### src/rtl/set_field_control.sv
// Button-driven setter for NUM_TARGETS modulo-MODULUS time fields with
// hold-to-repeat; target 0 also advances on carry_in and produces carry_out.
module set_field_control #(
    parameter int NUM_TARGETS   = 2,
    parameter int WIDTH         = 5,
    parameter int MODULUS       = 24,
    parameter int REPEAT_DELAY  = 500,
    parameter int REPEAT_PERIOD = 100,
    localparam int SEL_W        = (NUM_TARGETS > 1) ? $clog2(NUM_TARGETS) : 1
) (
    input  logic                         ck,
    input  logic                         reset,
    input  logic                         btn,
    input  logic [SEL_W-1:0]             sel,
    input  logic                         carry_in,
    output logic [NUM_TARGETS-1:0]       up,
    output logic [NUM_TARGETS*WIDTH-1:0] value,
    output logic                         carry_out
);

    localparam int TMAX = (REPEAT_DELAY > REPEAT_PERIOD) ? REPEAT_DELAY : REPEAT_PERIOD;
    localparam int TW   = (TMAX < 2) ? 1 : $clog2(TMAX + 1);

    typedef enum logic [1:0] {IDLE, FIRST, HOLD, REPEAT} state_t;

    state_t             state, state_d;
    logic [TW-1:0]      timer, timer_d;
    logic [SEL_W-1:0]   tsel;
    logic               tsel_ok;
    logic               released;
    logic               load_sel;
    logic               manual;
    logic               sel_ok;
    logic [NUM_TARGETS-1:0] step;
    logic [WIDTH-1:0]   vals   [NUM_TARGETS];
    logic [WIDTH-1:0]   vals_d [NUM_TARGETS];

    function automatic logic [WIDTH-1:0] bump(input logic [WIDTH-1:0] v, input logic [1:0] inc);
        logic [WIDTH:0] s;
        s = {1'b0, v} + (WIDTH+1)'(inc);
        if (s >= (WIDTH+1)'(MODULUS))
            s = s - (WIDTH+1)'(MODULUS);
        return s[WIDTH-1:0];
    endfunction

    assign sel_ok = ({1'b0, sel} < (SEL_W+1)'(NUM_TARGETS));

    always_comb begin
        // NOTE: every output of this block gets a default first so no latch is inferred.
        state_d  = state;
        timer_d  = timer;
        load_sel = 1'b0;
        manual   = 1'b0;
        case (state)
            IDLE: begin
                timer_d = '0;
                if (btn && released) begin
                    state_d  = FIRST;
                    load_sel = 1'b1;
                end
            end
            FIRST: begin
                manual  = 1'b1;
                timer_d = '0;
                state_d = btn ? HOLD : IDLE;
            end
            HOLD: begin
                if (!btn) begin
                    state_d = IDLE;
                    timer_d = '0;
                end else if (REPEAT_DELAY > 0) begin
                    if (timer == TW'(REPEAT_DELAY - 1)) begin
                        state_d = REPEAT;
                        timer_d = '0;
                    end else begin
                        timer_d = timer + TW'(1);
                    end
                end
            end
            REPEAT: begin
                manual = (timer == '0);
                if (!btn) begin
                    state_d = IDLE;
                    timer_d = '0;
                end else if (timer == TW'(REPEAT_PERIOD - 1)) begin
                    timer_d = '0;
                end else begin
                    timer_d = timer + TW'(1);
                end
            end
            default: begin
                state_d = IDLE;
                timer_d = '0;
            end
        endcase
    end

    // Carry step on target 0 is applied alongside any manual step in the same cycle.
    always_comb begin
        for (int i = 0; i < NUM_TARGETS; i++) begin
            step[i]   = manual && tsel_ok && (tsel == SEL_W'(i));
            up[i]     = step[i] || ((i == 0) && carry_in);
            vals_d[i] = bump(vals[i], 2'(step[i]) + ((i == 0) ? 2'(carry_in) : 2'd0));
            value[i*WIDTH +: WIDTH] = vals[i];
        end
    end

    assign carry_out = carry_in && (vals[0] == WIDTH'(MODULUS - 1));

    always_ff @(posedge ck or posedge reset) begin
        if (reset) begin
            state    <= IDLE;
            timer    <= '0;
            tsel     <= '0;
            tsel_ok  <= 1'b0;
            released <= 1'b0;
            for (int i = 0; i < NUM_TARGETS; i++)
                vals[i] <= '0;
        end else begin
            state    <= state_d;
            timer    <= timer_d;
            // A button held through reset must be released before it can step.
            released <= released | ~btn;
            if (load_sel) begin
                tsel    <= sel;
                tsel_ok <= sel_ok;
            end
            for (int i = 0; i < NUM_TARGETS; i++)
                vals[i] <= vals_d[i];
        end
    end

endmodule
### config.mk
export PLATFORM = sky130hd
export DESIGN_NAME = set_field_control
export DESIGN_NICKNAME = d
export VERILOG_FILES = /design/src/rtl/set_field_control.sv
export SDC_FILE = /design/constraint.sdc
export NUM_CORES = 1
export LEC_CHECK = 0
export CAP_MARGIN = 25
export CORE_MARGIN = 10
export CORE_UTILIZATION = 43
export CTS_BUF_LIST = sky130_fd_sc_hd__clkbuf_4 sky130_fd_sc_hd__clkbuf_8
export CTS_CLUSTER_DIAMETER = 100
export DETAILED_ROUTE_END_ITERATION = 7
export MAX_ROUTING_LAYER = met4
export PLACE_DENSITY = 0.66
export SYNTH_ARGS = -nofsm -noshare
export SYNTH_HDL_FRONTEND = slang
export SYNTH_SLANG_ARGS = --single-unit
### constraint.sdc
create_clock -name ck -period 4.9 [get_ports ck]
set_input_delay 1.225 -clock ck [delete_from_list [all_inputs] [get_ports ck]]
set_output_delay 1.225 -clock ck [all_outputs]
set_load 0.02 [all_outputs]
Word-level counts from Yosys, hierarchy flattened
Cells that the tools add are included.
{"block": "classes", "n_bitwise": 3, "eq_ne": 9, "reduce_logical": 10, "n_lt_le_gt_ge": 2, "addsub": 6, "n_mux": 16}
{"cell": "9-bit 2-to-1 mux", "count": 4}
{"cell": "9-bit one-hot mux with 3 select lines", "count": 1}
{"cell": "6-bit by 5-bit >= comparator with 1-bit output (second input constant)", "count": 2}
{"cell": "2-bit 2-to-1 mux", "count": 5}
{"cell": "5-bit 2-to-1 mux", "count": 2}
{"cell": "5-bit subtractor (second input constant)", "count": 2}
{"cell": "9-bit by 1-bit adder with 9-bit output (second input constant)", "count": 1}
{"cell": "9-bit by 7-bit == test with 1-bit output (second input constant)", "count": 1}
{"cell": "9-bit == test (second input constant)", "count": 1}
{"cell": "9-bit zero test", "count": 1}
{"cell": "2-bit one-hot mux with 4 select lines", "count": 1}
{"cell": "5-bit by 1-bit adder with 6-bit output", "count": 1}
{"cell": "5-bit by 2-bit adder with 6-bit output", "count": 1}
{"cell": "5-bit == test (second input constant)", "count": 1}
{"cell": "1-bit logical AND", "count": 5}
{"cell": "2-bit == test (second input constant)", "count": 2}
{"cell": "2-bit != test (second input constant)", "count": 2}
{"cell": "3-bit != test (second input constant)", "count": 1}
{"cell": "3-bit AND reduction", "count": 1}
{"cell": "1-bit by 1-bit adder with 2-bit output", "count": 1}
{"cell": "2-bit by 1-bit == test with 1-bit output (second input constant)", "count": 1}
{"cell": "2-bit zero test", "count": 1}
{"cell": "1-bit 2-to-1 mux", "count": 2}
{"cell": "1-bit NOT", "count": 2}
{"cell": "4 further kinds", "count": 4}
{"block": "word_totals", "register_bits": 24, "in_bits": 5, "output_inout_bits": 13}

Logic depth before layout (Yosys ltp)
{"block": "depth", "depth_word": 8, "depth_mapped": 9, "mapped_depth_nobuf": 9}

Worst setup path before layout
No wires, ideal clock.
{"block": "synth_path", "kind": "input to output", "start": "input port carry_in", "end": "output port carry_out", "slack_ps": 2072, "n_path_buf": 0, "stages": 2, "arrival_time_ps": 1603, "t_required_ps": 3675, "cell_sequence": "nand4_1 nor2_1"}
{"block": "synth_via", "elab_chain_cells": 1}
{"element": "start, declared", "line_no": "15", "text": "input logic carry_in,"}
{"element": "1-bit logical AND", "line_no": "108", "text": "assign carry_out = carry_in && (vals[0] == WIDTH'(MODULUS - 1));"}
{"element": "end, declared", "line_no": "18", "text": "output logic carry_out"}
Every way passes these cells.

Worst setup path after layout
Same ends and word-level chain as after synthesis.

==> flow_metrics.env <==
export IMPL_status="finished clean"
export IMPL_crit_type="in -> out"
export IMPL_place_inst=162
export IMPL_antenna_found_initial=0
export IMPL_finalHoldViolations=0
export IMPL_worst_r2r_endpoint="value[3]"
export IMPL_worstPathMaxFanout=3
export IMPL_grt_pass1_wl_um=4091
export IMPL_ys_ff_latch=24
export IMPL_cts_buffers=3
export IMPL_seq_area_frac_synth=0.4918
export IMPL_drive_above_1_share=0.05970
export IMPL_worstSetupEndpointType="output pin"
export IMPL_cts_setup_buffers=0
export IMPL_finalWirelength_um=2350
export IMPL_grt_max_degree=25
export IMPL_dieWidth_um=73.29
export IMPL_setup_slack_ns=1.096
export IMPL_instances_no_fill=165
export IMPL_drt_pass1_iter_count=4
export IMPL_cts_tree="built"
export IMPL_pin_count=18
export IMPL_grt_ovfl_total=0
export IMPL_drc_errors=0
export IMPL_drv_slew=0
export IMPL_gp_congestion=0.7335
export IMPL_min_from="tsel_ok"
export IMPL_worstRegToRegCells=9
export IMPL_core_area_um2=2734
export IMPL_port_buffers=17
export IMPL_async_flop_share=1.000
export IMPL_regArea_um2=600.6
export IMPL_htreeDepth=1
export IMPL_synth_flop_cell="dfrtp_1"
export IMPL_clock_skew_ns=0.001150
export IMPL_synth_nets=126
export IMPL_start_util=0.4467
export IMPL_worst_pin_slew_ns=0.8725
export IMPL_rows=19
export IMPL_avgSynthCellArea_um2=10.62
export IMPL_filler_cell_count=253
export IMPL_cts_root_buf="clkbuf_4"
export IMPL_syn_area_um2=1221
export IMPL_crit_required_ns=3.67
export IMPL_ir_drop_v=0.0002878
export IMPL_die_area_um2=5371
export IMPL_synthTopCellsByCount="24 x dfrtp_1, 8 x nand2_1, 7 x inv_1, 7 x o21ai_0, 7 x xor2_1"
export IMPL_syn_inst=115
export IMPL_fin_crit_sh=0.7763
export IMPL_start_kind="primary input"
export IMPL_whs_ns=0.4813
export IMPL_yosysWarnings=0
export IMPL_yosysMostFrequentCell="dfrtp_1"
export IMPL_critical_path_arrival_ns=2.58
export IMPL_synth_top_area_frac=0.4918
export IMPL_ys_top_cells_by_area="dfrtp_1 49%, ha_1 5.1%, xor2_1 5.0%"
export IMPL_ctsLongestPathBuffers=2
export IMPL_p_leak_nw=0.6175
export IMPL_antenna_left=0
export IMPL_clk_latency_ns=0.30
export IMPL_cts_sinks=24
export IMPL_diodes=0
export IMPL_layout_min_cycle_time_ns=3.804
export IMPL_grt_util_all_layers=0.09479
export IMPL_die_y_um=73.29
export IMPL_tns_ns=0
export IMPL_timing_slew_headroom=0.4177
export IMPL_rsz0062_at_grt="no"
export IMPL_postCtsHoldBufs=0
export IMPL_pwr_density_cell_nw_per_um2=397.4
export IMPL_setup_viol=0
export IMPL_finalPower_mw=0.5753
export IMPL_reg2reg_slack_ns=2.57
export IMPL_hp_class="reg -> reg"
export IMPL_nets=147
export IMPL_synth_edf_count=0
export IMPL_hold_depth=1
export IMPL_vias_per_cell=5.406
export IMPL_vias=892
export IMPL_yosysTopAreaCell="dfrtp_1"
export IMPL_dp_hpwl_um=1827
export IMPL_ys_types=34
export IMPL_max_freq_mhz=262.9
export IMPL_multiInputGateArea_um2=589.3
export IMPL_pre_cts_ws_ns=1.086
export IMPL_grt_pass1_vias=933
export IMPL_area_delta_synth_final_pct=18.55
export IMPL_min_to="tsel_ok"
export IMPL_drt_iter0_drc=59
export IMPL_r2r_start="timer[0]"
export IMPL_max_cap_viol_count=0
export IMPL_cts_resized=0
export IMPL_drt_wirelength_per_cell_um=14.24
export IMPL_clkSlewWorstSetupHoldPaths_ns=0.12
==> where the power goes <==
part / internal, mW / switching (mW) / leakage (nW)
logic: 0.105 / 0.104 / 0.299
registers: 0.237 / 0.0482 / 0.304
clock network: 0.0287 / 0.0522 / 0.0138
total: 0.371 / 0.204 / 0.618
==> how the worst max path moves through the flow <==
| stage | from | to | slack, ns | cells after the start |
|---|---|---|---|---|
| 2_1_floorplan | carry_in | carry_out | 2.07 | 2 |
| 3_3_place_gp | carry_in | carry_out | 1.11 | 4 |
| 3_5_place_dp | carry_in | carry_out | 1.09 | 4 |
| 4_1_cts | carry_in | carry_out | 1.09 | 4 |
| 5_1_grt | carry_in | carry_out | 1.01 | 4 |
| 6_report | carry_in | carry_out | 1.10 | 4 |
==> flip-flops by register name (all words and copies together) (netlist names) <==
| signal | cells |
|---|---|
| value | 10 |
| timer | 9 |
| state | 2 |
| released | 1 |
| tsel | 1 |
| tsel_ok | 1 |
==> cell type report <==
cell class              count  area share
clock buffers               3     0.01556
multi-input cells          83      0.4071
repair buffers             17      0.1175
flip-flops and latches     24      0.4149
inverters                   7     0.01815
well taps                  31     0.02679
==> layout by cell type (no fill, tap or decap), types with 3 or more instances in the layout <==
| cell type | count |
|---|---|
| inv_1 | 7 |
| nor2_1 | 5 |
| dfrtp_1 | 24 |
| and3_1 | 4 |
| nand2b_1 | 3 |
| clkbuf_4 | 3 |
| ha_1 | 5 |
| nor3_1 | 5 |
| xor2_1 | 7 |
| o31ai_1 | 4 |
| clkdlybuf4s50_1 | 17 |
| o21ai_0 | 7 |
| nor2b_1 | 3 |
| nand3_1 | 5 |
| nand2_1 | 8 |
==> critical path, cell delays in order <==
cell,delay (ns)
clkdlybuf4s50_1,0.54
nand4_1,0.11
nor2_1,0.09
clkdlybuf4s50_1,0.61
==> stage by stage <==
| step | utilization | instance area (um2) |
|---|---|---|
| global placement | 0.5213 | 1425 |
| CTS | 0.5295 | 1448 |
| finish | 0.5295 | 1448 |
| floorplan | - | 1221 |
| detailed placement | 0.5213 | 1425 |
| global route | 0.5295 | 1448 |
==> per-layer routing <==
metal	GRT usage	part of all wire
met1	0.1023	0.44
met3	0.02423	0.056
met4	0.02899	0.0068
met2	0.1662	0.50
met5	-	0
==> logic make-up after synthesis <==
logic type                 Yosys count  share of synthesized area
DFF                                 24                     0.4918
and+or+nand+nor                     44                     0.2039
adders and majority gates            6                    0.06762
xor gates and xnor gates             9                    0.06455
muxes                                1                   0.009221
AOI/OAI and AO/OA                   23                     0.1373
buffers and inverters                8                    0.02561
Power figures use the tool's default switching activity.
==> variant 1, RTL diff (same flow settings) <==
The 4 states of `state_t` get a one-hot encoding in 4 bits.
--- a/src/rtl/set_field_control.sv
+++ b/src/rtl/set_field_control.sv
@@ -21,7 +21,7 @@
     localparam int TMAX = (REPEAT_DELAY > REPEAT_PERIOD) ? REPEAT_DELAY : REPEAT_PERIOD;
     localparam int TW   = (TMAX < 2) ? 1 : $clog2(TMAX + 1);
 
-    typedef enum logic [1:0] {IDLE, FIRST, HOLD, REPEAT} state_t;
+    typedef enum logic [3:0] {IDLE = 4'b0001, FIRST = 4'b0010, HOLD = 4'b0100, REPEAT = 4'b1000} state_t;
 
     state_t             state, state_d;
     logic [TW-1:0]      timer, timer_d;
Function: no difference found for any inputs over 10 cycles, from zero or initial values and one cycle with reset high; not proved beyond that.
==> variant 1 against the unedited design <==
  * Wire length grew 26%
  * Clock power grew 91%
  * Worst setup slack gained 0.0066 ns
  * Final cell count grew 20%
  * Sequential cell count grew 2
  * Utilization grew 2.3 points
  * Maximum frequency grew 0.17%
  * Final area grew 18%
  * Power grew 10%
  * Non-clock buffer count grew 1
  * Synthesized cell count grew 16%
  * Synthesized area grew 15%
  * First-iteration DRC count shrank 44%
  * Sequential share of layout area shrank 3.2 points
  * Critical path type unchanged
  * Largest cell class is now multi-input combinational cells
==> variant 1: results (changes against the unedited design) <==
[status]
status = completed  ; unchanged

[finish]
nFillCells = 276  ; was 253
antenna-diode-count = 0  ; unchanged
fin_cells = 198  ; was 165
final_nets = 166  ; was 147
drive_above_1_share_pct = 8.442  ; was 5.970%

[global_routing]
grt_pass1_vias = 1071  ; was 933
track_usage_pct = 10.25  ; was 9.479%
grt_max_degree = 27  ; was 25
grt_pass1_wl_microns = 4974  ; was 4091 microns

[drt]
vias_per_cell = 5.389  ; was 5.406
drtIter0Drc = 33  ; was 59
wl_per_cell_microns = 14.99  ; was 14.24 microns
met2_length_microns = 1481  ; was 1164 microns
met1Wirelength_microns = 1362  ; was 1037 microns
met3_length_microns = 88  ; was 131 microns

[place]
gp_congestion = 0.7984  ; was 0.7335
pre_cts_ws_ns = 1.094  ; was 1.086 ns
placed_area_sq_um = 1622  ; was 1425 sq um
dpl.hpwl_microns = 2168  ; was 1827 microns
placed_cells = 193  ; was 162

[logic_synthesis]
synth_cells = 133  ; was 115
synth_nets = 144  ; was 126
synth_commonest_cells = 25 x dfrtp_1, 9 x inv_1, 9 x nand3_1, 9 x o21ai_0, 8 x nand2_1  ; was 24 x dfrtp_1, 8 x nand2_1, 7 x inv_1, 7 x o21ai_0, 7 x xor2_1
ys_types = 40  ; was 34
synthArstFlopShare_pct = 100.0  ; unchanged
seq_area_frac_synth_pct = 46.52  ; was 49.18%
synth.area.top_cells = dfrtp_1 45%, ha_1 4.5%, xor2_1 4.4%, o311ai_4 3.8%, nand3_1 3.2%  ; was dfrtp_1 49%, ha_1 5.1%, xor2_1 5.0%, o21ai_0 2.9%, nand2_1 2.5%

[pwr]
ir_drop_uv = 213.6  ; was 287.8 uV
p_leak_nw = 0.7172  ; was 0.6175 nW

[clocking]
clk_pin_slew_worst_paths_ns = 0.16  ; was 0.12 ns
ctsRootBufferMaster = clkbuf_4  ; unchanged
cts_buffers = 3  ; unchanged
clk_latency_ns = 0.34  ; was 0.30 ns

[critical_path]
crit_path_top_delay_cell = clkdlybuf4s50_1  ; unchanged

[timing]
finClkSkew_ns = 0.009929  ; was 0.001150 ns
relSlewSlack_pct = 66.00  ; was 41.77%

-- variant 1: cell types whose count changed after synthesis, moves of 3 or more --
cell / delta
nor2_1: -3
nand3_1: +4
nor3_1: -4
a22oi_1: +4
a21oi_1: +5
-- variant 1: worst register-to-register path, cell delays in order, from the launching register on --
cell	delay, ns
dfrtp_1	0.45
inv_1	0.08
ha_1	0.17
nor3b_1	0.29
nand4b_1	0.19
a21oi_1	0.24
ha_1	0.24
ha_1	0.26
a21o_1	0.11
nand2_1	0.05
a32o_1	0.26
-- variant 1: cells by family after synthesis --
family                     synth area share (%)
xor gates and xnor gates                  5.625
AOI/OAI and AO/OA                         17.05
muxes                                    0.8035
adders and majority gates                 5.893
DFF                                       46.52
and+or+nand+nor                           21.34
buffers and inverters                     2.767
-- variant 1: layer usage --
metal	track usage (%)	vias to the layer above
met1	11.32	523
met3	2.564	5
li1	-	528
met5	-	-
met2	17.71	11
met4	3.285	0
-- variant 1: path summary, 6_finish.rpt --
check	startpoint	to	slack [ns]	depth (start not counted)
min in group asynchronous	reset	value[7]	1.05	2
setup / recovery	carry_in	carry_out	1.10	4
setup reg to reg	timer[0]	value[8]	2.48	10
hold reg to reg	released	released	0.52	1
hold / removal	released	released	0.52	1
max in group asynchronous	reset	state[0]	3.41	3
-- variant 1: where the power goes --
part	total (mW)	internal (mW)	switching [mW]	leakage (nW)
registers	0.295	0.251	0.0441	0.334
logic	0.184	0.0920	0.0925	0.355
clock network	0.154	0.0829	0.0709	0.0279
total	0.633	0.426	0.207	0.717
-- variant 1: final cells by class --
type	count	area (sq um)	area share [%]
Timing Repair Buffer	18	197.7	11.62
Multi-Input combinational cell	97	710.7	41.76
Inverter	9	33.78	1.985
Tap cell	44	55.05	3.235
Sequential cell	26	651.9	38.31
Clock buffer	3	22.52	1.324
Clock inverter	1	30.03	1.765
==> variant 2, RTL diff (same settings) <==
Without the edit above. `REPEAT_DELAY`: 500 -> 1000.
--- a/src/rtl/set_field_control.sv
+++ b/src/rtl/set_field_control.sv
@@ -4,7 +4,7 @@
     parameter int NUM_TARGETS   = 2,
     parameter int WIDTH         = 5,
     parameter int MODULUS       = 24,
-    parameter int REPEAT_DELAY  = 500,
+    parameter int REPEAT_DELAY  = 1000,
     parameter int REPEAT_PERIOD = 100,
     localparam int SEL_W        = (NUM_TARGETS > 1) ? $clog2(NUM_TARGETS) : 1
 ) (
Check against the original RTL: no difference found for any inputs over 10 cycles, from zero or initial values and one cycle with reset high; that may be too few to reach the edited logic, so the function may still have changed.
==> variant 2 against the unedited design <==
  * Final cell count rose by 4.8%
  * Register-to-register slack got worse by 0.07 ns
  * Worst setup slack improved by 0.024 ns
  * Synthesized cell count rose by 5.2%
  * Largest power group unchanged
  * Wire length rose by 3.2%
  * Critical path type unchanged
  * Sequential cell count rose by 1
  * Worst hold slack improved by 0.043 ns
  * Clock power rose by 17%
  * Final area rose by 2.4%
  * Maximum frequency rose by 0.64%
  * Power rose by 4.4%
  * Synthesized area rose by 1.8%
  * Sequential share of layout area rose by 0.71 points
==> variant 2: results (changes against the unedited design) <==
[status]
status = completed  ; unchanged

[critical_path]
regToRegSetupSlack_ns = 2.50  ; was 2.57 ns
reg2regPathDepth = 7  ; was 9
worstSetupStartpoint = carry_in  ; unchanged
r2r_start = timer[7]  ; was timer[0]

[drt]
met1Wirelength_microns = 1098  ; was 1037 microns
met3_length_microns = 88  ; was 131 microns
vias_per_cell = 5.225  ; was 5.406
wl_per_cell_microns = 14.02  ; was 14.24 microns
drtIter0Drc = 51  ; was 59

[timing]
fin_crit_sh_pct = 77.14  ; was 77.63%
worst_slew_pin_slew_ns = 0.9225  ; was 0.8725 ns

[global_routing]
grt_pass1_wl_microns = 4160  ; was 4091 microns
use_met2_pct = 15.53  ; was 16.62%
met3_usage_pct = 3.096  ; was 2.423%
track_usage_pct = 9.712  ; was 9.479%
grt_pass1_vias = 873  ; was 933
grt_max_degree = 26  ; was 25
met1_usage_pct = 11.75  ; was 10.23%

[finish]
inverters = 8  ; was 7
buffer_area_share_pct = 11.48  ; was 11.75%
nClkBuffers = 4  ; was 3
nMultiInputCombCells = 88  ; was 83
nFillCells = 261  ; was 253
clock_area_share_pct = 2.025  ; was 1.556%
multi_input_comb_area_sq_um = 588.1  ; was 589.3 sq um
drive_above_1_share_pct = 5.634  ; was 5.970%
regArea_sq_um = 625.6  ; was 600.6 sq um

[die]
core_area_sq_um = 2758  ; was 2734 sq um

[place]
placed_area_sq_um = 1453  ; was 1425 sq um
gp_congestion = 0.8184  ; was 0.7335
dpl.hpwl_microns = 1822  ; was 1827 microns
placed_cells = 169  ; was 162
pre_cts_ws_ns = 1.106  ; was 1.086 ns

[pwr]
netSwitchingFraction_pct = 35.11  ; was 35.45%
ir_drop_uv = 314.2  ; was 287.8 uV
p_leak_nw = 0.6115  ; was 0.6175 nW
p_sw_uw = 210.8  ; was 203.9 uW
seq_power_uw = 293  ; was 286 uW

[logic_synthesis]
ys_types = 29  ; was 34
seq_area_frac_synth_pct = 50.30  ; was 49.18%
avgSynthCellArea_sq_um = 10.28  ; was 10.62 sq um
synth-seq-cells = 25  ; was 24
synth.area.top_cells = dfrtp_1 50%, ha_1 5.0%, xnor2_1 4.9%, nand3_1 4.8%, nor3_1 4.4%  ; was dfrtp_1 49%, ha_1 5.1%, xor2_1 5.0%, o21ai_0 2.9%, nand2_1 2.5%
synth_commonest_cells = 25 x dfrtp_1, 12 x nand3_1, 11 x nor3_1, 10 x nand2_1, 8 x inv_1  ; was 24 x dfrtp_1, 8 x nand2_1, 7 x inv_1, 7 x o21ai_0, 7 x xor2_1
synth_nets = 132  ; was 126

[hold_path]
worstHoldEndpoint = released  ; was tsel_ok
hp-start = released  ; was tsel_ok

## variant 2: changes by cell type after synthesis, sizes merged, moves of 2 or more
cell    unedited run  this run
a211oi             4         1
a41oi              2         0
and3               4         2
nand2              8        10
nand3              6        12
nor2b              3         1
nor3               5        11
nor4               0         2
o21ai              7         3
o31ai              4         1
or2                0         2
or3                2         0
xnor2              2         7
## variant 2: metrics by stage
step	util (%)	hold WS, ns
finish	53.77	0.5247
global route	53.77	0.5566
CTS	53.77	0.5261
detailed placement	52.68	0.4941
global placement	52.68	0.4890
floorplan	-	0.4579
## variant 2: kinds of logic after synthesis
group / count (synthesis) / share of synthesized area [%]
and+or+nand+nor: 57 / 23.74
buffers and inverters: 8 / 2.415
AOI/OAI and AO/OA: 11 / 6.842
adders and majority gates: 6 / 6.640
xor gates and xnor gates: 13 / 9.155
muxes: 1 / 0.9054
DFF: 25 / 50.30
